--- config.mk ---
export PLATFORM = sky130hd
export DESIGN_NAME = hazard_stall_ctrl
export DESIGN_NICKNAME = d
export VERILOG_FILES = /design/src/rtl/hazard_stall_ctrl_pkg.sv /design/src/rtl/hazard_stall_ctrl_hazard_detect.sv /design/src/rtl/hazard_stall_ctrl.sv
export SDC_FILE = /design/constraint.sdc
export NUM_CORES = 1
export LEC_CHECK = 0
export BUFFER_PORTS_ARGS = -buffer_cell sky130_fd_sc_hd__buf_4
export CAP_MARGIN = 20
export CELL_PAD_IN_SITES_DETAIL_PLACEMENT = 1
export CELL_PAD_IN_SITES_GLOBAL_PLACEMENT = 1
export CORE_MARGIN = 2
export CORE_UTILIZATION = 39
export DETAILED_ROUTE_END_ITERATION = 12
export MAX_ROUTING_LAYER = met4
export PLACE_DENSITY = 0.89
export SYNTH_ARGS = -nofsm -noshare
export SYNTH_HDL_FRONTEND = slang
export SYNTH_SLANG_ARGS = --single-unit
--- constraint.sdc ---
create_clock -name Clk -period 4.97 [get_ports Clk]
set_clock_uncertainty 0.2 [all_clocks]
set_input_delay 0.7455 -clock Clk [delete_from_list [all_inputs] [get_ports Clk]]
set_output_delay 0.7455 -clock Clk [all_outputs]
set_load 0.05 [all_outputs]
--- src/rtl/hazard_stall_ctrl_pkg.sv ---
// Shared pipeline package: FSM state encoding, register-index width
// and the MemRead "no load" constant used by the hazard logic.
package hazard_stall_ctrl_pkg;

    localparam int REG_W = 5;

    localparam logic [1:0] MEMREAD_NONE = 2'd0;

    typedef enum logic [1:0] {
        RUN      = 2'd0,
        MEM_WAIT = 2'd1,
        FAULT    = 2'd2
    } hz_state_t;

endpackage

--- src/rtl/hazard_stall_ctrl_hazard_detect.sv ---
// Combinational load-use compare between the ID instruction and a load in EX.
// Ports: ex_mem_read/ex_rd (EX load), id_rs/id_rt/id_uses_rt (ID sources) -> load_use.
module hazard_detect
    import hazard_stall_ctrl_pkg::*;
(
    input  logic [1:0]       ex_mem_read,
    input  logic [REG_W-1:0] ex_rd,
    input  logic [REG_W-1:0] id_rs,
    input  logic [REG_W-1:0] id_rt,
    input  logic             id_uses_rt,
    output logic             load_use
);

    logic is_load;
    logic rd_live;
    logic rs_hit;
    logic rt_hit;

    assign is_load  = (ex_mem_read != MEMREAD_NONE);
    // r0 is hardwired zero, so a load into it never creates a dependency
    assign rd_live  = (ex_rd != '0);
    assign rs_hit   = (ex_rd == id_rs);
    assign rt_hit   = id_uses_rt && (ex_rd == id_rt);
    assign load_use = is_load && rd_live && (rs_hit || rt_hit);

endmodule

--- src/rtl/hazard_stall_ctrl.sv ---
// Pipeline hazard/stall controller: load-use bubbles, branch flush, memory waits,
// saturating stall counter and sticky memory-timeout fault.
// Ports: Clk/Reset, ID/EX register fields, branch_taken, mem_busy ->
// stage enables, bubble/flush/holds, stall_count, fault.
module hazard_stall_ctrl
    import hazard_stall_ctrl_pkg::*;
#(
    parameter int MEM_TIMEOUT = 16,
    parameter int CNT_W       = 16
) (
    input  logic             Clk,
    input  logic             Reset,
    input  logic [REG_W-1:0] id_rs,
    input  logic [REG_W-1:0] id_rt,
    input  logic             id_uses_rt,
    input  logic [REG_W-1:0] ex_rd,
    input  logic [1:0]       ex_mem_read,
    input  logic             branch_taken,
    input  logic             mem_busy,
    output logic             pc_write,
    output logic             if_id_write,
    output logic             if_id_flush,
    output logic             id_ex_bubble,
    output logic             id_ex_hold,
    output logic             ex_mem_hold,
    output logic [CNT_W-1:0] stall_count,
    output logic             fault
);

    localparam logic [7:0] TO_LAST = 8'(MEM_TIMEOUT - 1);

    hz_state_t  state;
    hz_state_t  state_next;
    logic [7:0] wait_cnt;
    logic [7:0] wait_next;
    logic       load_use;

    hazard_detect u_detect (
        .ex_mem_read (ex_mem_read),
        .ex_rd       (ex_rd),
        .id_rs       (id_rs),
        .id_rt       (id_rt),
        .id_uses_rt  (id_uses_rt),
        .load_use    (load_use)
    );

    always_ff @(posedge Clk) begin
        if (Reset) begin
            state    <= RUN;
            wait_cnt <= '0;
        end else begin
            state    <= state_next;
            wait_cnt <= wait_next;
        end
    end

    always_comb begin
        pc_write     = 1'b1;
        if_id_write  = 1'b1;
        if_id_flush  = 1'b0;
        id_ex_bubble = 1'b0;
        id_ex_hold   = 1'b0;
        ex_mem_hold  = 1'b0;
        state_next   = state;
        wait_next    = wait_cnt;

        case (state)
            RUN, MEM_WAIT: begin
                if (mem_busy) begin
                    pc_write    = 1'b0;
                    if_id_write = 1'b0;
                    id_ex_hold  = 1'b1;
                    ex_mem_hold = 1'b1;
                    if (state == RUN) begin
                        state_next = MEM_WAIT;
                        wait_next  = 8'd1;
                    end else begin
                        wait_next = wait_cnt + 8'd1;
                        if (wait_cnt == TO_LAST)
                            state_next = FAULT;
                    end
                end else begin
                    state_next = RUN;
                    // stall beats a same-cycle branch; branch re-evaluates next cycle
                    if (load_use) begin
                        pc_write     = 1'b0;
                        if_id_write  = 1'b0;
                        id_ex_bubble = 1'b1;
                    end else if (branch_taken) begin
                        if_id_flush = 1'b1;
                    end
                end
            end
            FAULT: begin
                pc_write    = 1'b0;
                if_id_write = 1'b0;
                id_ex_hold  = 1'b1;
                ex_mem_hold = 1'b1;
            end
            default: state_next = RUN;
        endcase

        if (Reset) begin
            pc_write     = 1'b0;
            if_id_write  = 1'b0;
            id_ex_bubble = 1'b1;
            if_id_flush  = 1'b1;
            id_ex_hold   = 1'b0;
            ex_mem_hold  = 1'b0;
        end
    end

    always_ff @(posedge Clk) begin
        if (Reset) begin
            stall_count <= '0;
            fault       <= 1'b0;
        end else begin
            if (!pc_write && (stall_count != '1))
                stall_count <= stall_count + 1'b1;
            if (state_next == FAULT)
                fault <= 1'b1;
        end
    end

endmodule

==> impl_metrics.yaml <==
status:
  status: "finished clean"
final_layout:
  nNetsFinal: 241
  final_common_cell: "buf_4"
  antenna_cells: 0
  final_util: 0.511
  final_cell_mix: "buf_4, dfxtp_1, a21oi_1"
  syn_to_final_growth_pct: 26.1
  drive_above_1_share: 0.245
cts:
  cts_setup_buffers: 0
  insertion_delay_ps: 270
  cts_resized: 0
  h-tree-depth: 1
  cts-root-buf: "clkbuf_8"
  cts_max_path_buffers: 2
  cts_hold_buf: 0
  tritoncts: "built"
  cts_buffers: 3
  clock_sinks: 27
  clk_pin_slew_ps: 100
detailed_routing:
  initialDrtViolationCount: 27
  viasPerCell: 5.71
  drc: 0
  dr.pass1.iters: 6
  ant_nets: 0
  wl_um: 3980
  post_drt_wl_per_cell_um: 15.1
  vias: 1508
sta:
  setup_ws_ps: 1330
  fin_crit_ps: 3640
  drv_slew: 0
  rsz0062_at_grt: "false"
  setup_viol: 0
  tightest_slew_ps: 790
  tns_ps: 0
  holdWs_ps: 272
  slew_headroom: 0.473
  fmax_ghz: 0.275
  fin_crit_sh: 0.732
  hold_violations: 0
worst_setup_path:
  worstPathArrival_ps: 2690
  cp_max_fo: 31
  critPathLaunchType: "primary input"
  worst_path_max_delay_cell: "o211a_1"
  r2r_start: "state[1]"
  cpMostUsedCell: "buf_4"
  path_cells: "buf_4 > or4_1 > nor2_1 > or3_1 > o211a_1 > buf_4"
  critPathBufInv: 2
  endpoint_kind: "primary output"
  critPathKind: "in -> out"
  cp-startpoint: "ex_rd[0]"
  crit_family: "simple AND/OR/NAND/NOR gates"
  cp.depth: 6
  crit_required_ps: 4020
  reg2reg_setup_slack_ps: 2550
  slowest_delay_ps: 670
  r2r_end: "stall_count[4]"
  rr_worst_depth: 5
synth:
  synth_cell_types: 40
  yosys_warnings: 0
  async_flop_share: 0
  syn_area_per_cell_um2: 8.33
  ys.flop_type: "dfxtp_1"
  synth-edff-count: 0
  syn_area_um2: 1480
  syn_inst: 178
  synth-seq-cells: 27
  synth_nets: 202
  seq_area_frac_synth: 0.365
floorplan:
  initial_utilization: 0.405
  die-height_um: 65.7
  num_rows: 22
  core_um2: 3660
  die_w_um: 65.7
  num_io_pins: 45
  die_area_um2: 4310
grt:
  grt_max_degree: 32
  grt_pass1_vias: 1412
  antenna_found_initial: 0
  gr-total-overflow: 0
  grt_pass1_wl_um: 6660
  grt_use_total: 0.202
place:
  portBuffers: 44
  preCtsSetupSlack_ps: 1340
  gp_congestion: 0.740
  place_hpwl_um: 2990
power_and_ir_drop:
  p_clk_frac: 0.304
  p_total_w: 0.000424
  p_leak_nw: 0.727
  peakVddDrop_mv: 0.0990
  pwr-share-comb: 0.169
  p_int_w: 0.000304
  p_sw_w: 0.000120
  p_per_area_nw_per_um2: 227
  switching_share: 0.283
  p_seq_frac: 0.528
worst_hold_path:
  min_from: "fault"
  hold_class: "reg -> reg"
  whs_path_depth: 1
  min_to: "fault"
job:
  maxCapViolations: 0
==> worst register-to-register path, delay by kind of cell (launching register included) <==
kind	cells	cell delay, ps
flip-flops	1	350
AND/OR/NAND/NOR	3	1190
AO/OA/AOI/OAI	2	610
==> per-layer routing <==
metal / part of all wire / track usage / wire length (µm) / vias to the layer above
met5: 0 / - / 0 / -
met4: 0.0068 / 0.0625 / 27 / 0
met3: 0.036 / 0.0308 / 142 / 2
met2: 0.54 / 0.348 / 2170 / 34
met1: 0.41 / 0.241 / 1650 / 734
li1: - / - / - / 738
==> state kept, by name, summed over array words and instances, names as in the netlist <==
signal / count
fault: 1
wait_cnt: 8
stall_count: 16
state: 2
==> area by class of cell <==
type,instances,area (µm²)
Fill cell,474,1790
Inverter,3,11.3
Timing Repair Buffer,45,338
Clock inverter,1,7.51
Tap cell,48,60.1
Clock buffer,3,41.3
Sequential cell,27,541
Multi-Input combinational cell,137,871
==> power groups by stage <==
stage	Combinational, W	Clock [W]	Sequential, W
after detailed placement	0.0000716	0	0.000229
final	0.0000716	0.000129	0.000224
after CTS	0.0000724	0.000132	0.000224
after global placement	0.0000694	0	0.000229
after floorplan	0.0000384	0	0.000235
after global routing	0.0000770	0.000143	0.000225
==> worst max path at each step <==
stage / end / slack [ps]
after floorplan: id_ex_bubble / 1470
after global placement: pc_write / 1390
after detailed placement: pc_write / 1340
after CTS: pc_write / 1350
after global routing: pc_write / 1220
final: pc_write / 1330
==> cell usage after synthesis (2+ instances only) <==
master,n,area share
a21oi_1,17,0.057
and3_1,5,0.021
buf_4,2,0.010
buf_6,2,0.015
clkbuf_1,5,0.013
dfxtp_1,27,0.36
ha_1,2,0.017
inv_1,3,0.0076
nand2_1,10,0.025
nand3_1,9,0.030
nand4_1,5,0.021
nor2_1,16,0.041
nor2b_1,3,0.013
nor3_1,4,0.014
o21ai_0,6,0.020
o31ai_1,12,0.061
or3_1,3,0.013
or4_1,12,0.061
xor2_1,14,0.083
==> through the flow <==
step / cell area [µm²] / instances
final: 1870 / 264
after floorplan: 1480 / 178
after global placement: 1820 / 260
after detailed placement: 1820 / 260
after CTS: 1870 / 264
after global routing: 1870 / 264
==> logic make-up (layout without fill, tap and decap cells) <==
logic type,after synthesis,count (layout),share of synthesized area
compound gates,42,42,0.176
xor+xnor,15,15,0.0886
fa+ha+maj,2,2,0.0169
buf+inv,14,52,0.0515
flops,27,27,0.365
mux,1,1,0.00759
simple gates,77,77,0.295
(Power assumes the default switching activity.)
